File: src/rtl/ram_line_packer.sv
`default_nettype none
// +----------------------------------------------------------------------------+
// | Module   : ram_line_packer                                                 |
// | Brief    : Packs a valid/ready word stream into zero-padded RAM lines and  |
// |            writes them once each to ascending addresses until full.        |
// | Revision : 1.0                                                             |
// +----------------------------------------------------------------------------+
module ram_line_packer #(
  parameter int WORD_W         = 32,
  parameter int WORDS_PER_LINE = 4,
  parameter int DEPTH          = 8,
  parameter int ADDR_W         = 3
) (
  input  logic                               clk,
  input  logic                               rst_n,
  input  logic                               clear,
  input  logic [WORD_W-1:0]                  s_data,
  input  logic                               s_valid,
  input  logic                               s_last,
  output logic                               s_ready,
  output logic                               ram_wr_en,
  output logic [ADDR_W-1:0]                  ram_addr,
  output logic [WORD_W*WORDS_PER_LINE-1:0]   ram_data_in,
  output logic [ADDR_W:0]                    lines_written,
  output logic                               full
);

  localparam int c_LINE_W = WORD_W * WORDS_PER_LINE;
  localparam int c_LANE_W = (WORDS_PER_LINE > 1) ? $clog2(WORDS_PER_LINE) : 1;

  localparam logic [c_LANE_W-1:0] c_LAST_LANE = c_LANE_W'(WORDS_PER_LINE - 1);
  localparam logic [ADDR_W-1:0]   c_LAST_ADDR = ADDR_W'(DEPTH - 1);

  typedef enum logic [1:0] {
    ST_EMPTY   = 2'd0,
    ST_PARTIAL = 2'd1,
    ST_FULL    = 2'd2
  } state_t;

  state_t                r_state;
  logic [c_LANE_W-1:0]   r_lane;
  logic [c_LINE_W-1:0]   r_buf;
  logic [ADDR_W-1:0]     r_ptr;
  logic [ADDR_W:0]       r_lines;

  logic                  w_accept;
  logic                  w_close;
  logic [c_LINE_W-1:0]   w_line;

  // rst_n is folded in so the block never advertises ready while held in reset.
  assign s_ready  = rst_n && (r_state != ST_FULL) && !clear;
  assign w_accept = s_valid && s_ready;
  assign w_close  = w_accept && ((r_lane == c_LAST_LANE) || s_last);

  always_comb begin
    w_line = r_buf;
    w_line[r_lane*WORD_W +: WORD_W] = s_data;
  end

  assign lines_written = r_lines;
  assign full          = (r_state == ST_FULL);

  always_ff @(posedge clk) begin
    if (!rst_n) begin
      r_state     <= ST_EMPTY;
      r_lane      <= '0;
      r_buf       <= '0;
      r_ptr       <= '0;
      r_lines     <= '0;
      ram_wr_en   <= 1'b0;
      ram_addr    <= '0;
      ram_data_in <= '0;
    end else if (clear) begin
      // Restart without touching the last written address/data.
      r_state   <= ST_EMPTY;
      r_lane    <= '0;
      r_buf     <= '0;
      r_ptr     <= '0;
      r_lines   <= '0;
      ram_wr_en <= 1'b0;
    end else begin
      ram_wr_en <= 1'b0;
      case (r_state)
        ST_EMPTY, ST_PARTIAL: begin
          if (w_close) begin
            ram_data_in <= w_line;
            ram_addr    <= r_ptr;
            ram_wr_en   <= 1'b1;
            r_ptr       <= r_ptr + ADDR_W'(1);
            r_lines     <= r_lines + (ADDR_W+1)'(1);
            r_buf       <= '0;
            r_lane      <= '0;
            r_state     <= (r_ptr == c_LAST_ADDR) ? ST_FULL : ST_EMPTY;
          end else if (w_accept) begin
            r_buf   <= w_line;
            r_lane  <= r_lane + c_LANE_W'(1);
            r_state <= ST_PARTIAL;
          end
        end
        ST_FULL: begin
          r_state <= ST_FULL;
        end
        default: begin
          r_state <= ST_EMPTY;
        end
      endcase
    end
  end

endmodule
`default_nettype wire

File: config.mk
export PLATFORM = sky130hd
export DESIGN_NAME = ram_line_packer
export DESIGN_NICKNAME = d
export VERILOG_FILES = /design/src/rtl/ram_line_packer.sv
export SDC_FILE = /design/constraint.sdc
export NUM_CORES = 1
export LEC_CHECK = 0
export ABC_AREA = 0
export CAP_MARGIN = 40
export CORE_AREA = 2 2 137 193
export CTS_CLUSTER_SIZE = 25
export DETAILED_ROUTE_END_ITERATION = 8
export DIE_AREA = 0 0 139 195
export GPL_ROUTABILITY_DRIVEN = 0
export HOLD_SLACK_MARGIN = 0.15
export PLACE_DENSITY = 0.68
export SETUP_SLACK_MARGIN = 0.02
export SYNTH_ARGS = -nofsm -noshare
export SYNTH_HDL_FRONTEND = slang
export SYNTH_SLANG_ARGS = --single-unit
File: constraint.sdc
create_clock -name clk -period 2.2 [get_ports clk]
set_input_delay 0.33 -clock clk [delete_from_list [all_inputs] [get_ports clk]]
set_output_delay 0.33 -clock clk [all_outputs]
set_load 0.01 [all_outputs]
==> run metrics <==
Crit Path Max Fanout 5; yosys warns 0; layout cells sized above 1 0.117; commonest cells after routing, fill and taps aside 271 x dfxtp_1, 174 x clkdlybuf4s50_1, 162 x a21oi_1; crit path cell chain nor2b_1 > clkdlybuf4s50_1; status finished clean; Sequential Area 5430 µm²; largest net degree at the start of global routing 53; reg-to-reg slack, setup 210 ps; H-tree lvl count 1; RSZ-0062 raised after global routing no; Placement Rows 69; remaining global-route overflow 0; syn_nets 1,165; PnR worst setup slack 148 ps; Setup violations, final 0; Worst-Margin Slew 584 ps; Crit path arrival time 1720 ps; Worst EP required 1870 ps; mean post-synth cell area 10.0 µm²; footprint of the multi-input gates 5090 µm²; total die area 27,100 µm²; PD cells 723 nW/µm²; chip width 139 µm; r2r worst-path depth 7; Slew HR 0.609; ys flop type dfxtp_1; Avg WL per Cell about 20 µm; crit path to full; vias in the first global route 8,881; #FFs+latches synth 271; Syn Inst Count 1,120; Starting Density 0.446; Slew Viols, Final 0; residual DRC count 0; initial antenna violation count 1; first-pass GRT wire length 51,200 µm; Hold WS 458 ps; Routed Antenna Nets 0; RR Endpoint ram_data_in[27]; VDD IR max 0.491 mV; CP Launch Type flop; die height 195 µm; DRT Pass-1 Iters 7; # IOs 175; Vias per Instance 5.74; clk slew on worst S/H paths 60 ps; MaxCap Viol Count 0; RR Startpoint r_lane[1]; Place WS between 30 and 40 ps; crit path from r_state[1]; Hold Path Class flop to flop; CORE AREA 25,200 µm²; clock tree sinks ~270; Root Driver clkbuf_16; iteration-0 DRC count of the detailed router 638; IO buf count approximately 170; WS Path Type flop to output pin; clk_lat worst skew 520 ps; final worst-path cycle share 0.933; setup TNS 0 ps; Placed Cells between 1,500 and 2,000; commonest non-fill, non-tap cell in the layout dfxtp_1; Largest stage delay, worst path just under 600 ps; crit path time final 2050 ps; CP Capture Type output pin; Fmax achieved 0.487 GHz; Seq/Total Area, Yosys 0.483; Fillers roughly 2,300; via count 9,127; Leakage Power 5.17 nW; CTS Buffer Depth 3; DRT Wirelength 32,400 µm; CTS tree yes; antenna diode count 0; final hold violations 0; Area Overhead vs Synth 26.8%; GRT Overall Usage 0.232; Worst Skew 8.84 ps; fin cells ~1,600; EDFF count, synth 0; cts hold-fix bufs 0; Layout Nets 1,300; Mapped Area between 10,000 and 15,000 µm²; TritonCTS Buffers 25; slowest CP cell clkdlybuf4s50_1; Netlist cell types 45; fraction of registers with async set/reset 0; post-DP HPWL 21,300 µm
==> cell families (layout without fill, tap and decap cells) <==
logic type,after synthesis,count (layout),synth area share
flops,271,271,0.483
mux,2,2,0.00178
simple gates,256,256,0.146
compound gates,435,435,0.294
fa+ha+maj,8,8,0.00891
buf+inv,148,298,0.0668
==> registers in the layout (all words and copies together) (netlist names) <==
register       flops
r_state            2
r_lane             2
ram_wr_en          1
lines_written      4
ram_addr           3
r_buf            128
ram_data_in      128
r_ptr              3
==> synthesized netlist by cell type, types with 3 or more instances <==
library cell,number,area share
a211oi_1,56,0.037
a21oi_1,162,0.072
a21oi_2,3,0.0023
a22o_1,93,0.072
a311oi_1,9,0.0070
a311oi_2,32,0.043
and2_1,32,0.018
and3_1,12,0.0067
and4bb_1,3,0.0033
buf_2,41,0.018
buf_4,23,0.015
buf_6,7,0.0070
clkbuf_1,46,0.015
clkbuf_2,4,0.0018
dfxtp_1,271,0.48
ha_1,8,0.0089
inv_1,24,0.0080
nand2b_1,43,0.024
nand3_1,21,0.0093
nand3b_1,31,0.021
nor2_1,4,0.0013
nor2b_1,91,0.051
o211a_1,21,0.019
o21ai_0,20,0.0089
o221a_2,11,0.011
o221ai_1,21,0.016
or3_1,4,0.0022
==> cell type report <==
class / count / share of cell area
timing repair buffer: 231 / 0.171
inverter: 25 / 0.00676
sequential: 271 / 0.381
tap: 319 / 0.0280
clock inverter: 4 / 0.00334
clock buffer: 38 / 0.0536
multi-input combinational: 701 / 0.357
==> critical path: cells and delay by family (launching register included) <==
kind                   cells  cell delay (ps)
buffers and inverters      1              580
flip-flops                 1              380
AND/OR/NAND/NOR            1              240
==> power by group <==
part           total (W)  internal (W)  switching (W)  leakage [nW]
logic           0.000904      0.000401       0.000503          2.58
registers        0.00506       0.00500      0.0000569          2.19
clock network    0.00434       0.00249        0.00185         0.400
==> routing by layer <==
metal  GRT usage  up-vias  share of wire
met5           0        -              0
met4      0.0696        0          0.026
met3      0.0272       49          0.043
met2       0.409      229           0.50
met1       0.298     4452           0.43
li1            -     4397              -
==> worst min path at each step <==
stage | end | startpoint | slack, ps | cells after the start
global route | r_buf[127] | r_buf[127] | 480 | 1
floorplan | r_buf[100] | r_buf[100] | 430 | 1
detailed placement | r_buf[119] | r_buf[119] | 440 | 1
CTS | r_buf[123] | r_buf[123] | 460 | 1
finish | r_buf[107] | r_buf[107] | 460 | 1
global placement | r_buf[105] | r_buf[105] | 440 | 1
==> metrics by stage <==
step / util / area, µm² / power, W
2_1_floorplan: - / 11200 / 0.00558
3_3_place_gp: 0.533 / 13400 / 0.00606
3_5_place_dp: 0.533 / 13400 / 0.00607
4_1_cts: 0.565 / 14200 / 0.0104
5_1_grt: 0.565 / 14300 / 0.0107
6_report: 0.565 / 14300 / 0.0103
==> what timing repair did <==
action                                  in CTS  in global routing
gates resized for setup                      0                  1
endpoints found under the setup margin       0                  4
buffers inserted                             0                  0
Power figures use the tool's default switching activity.
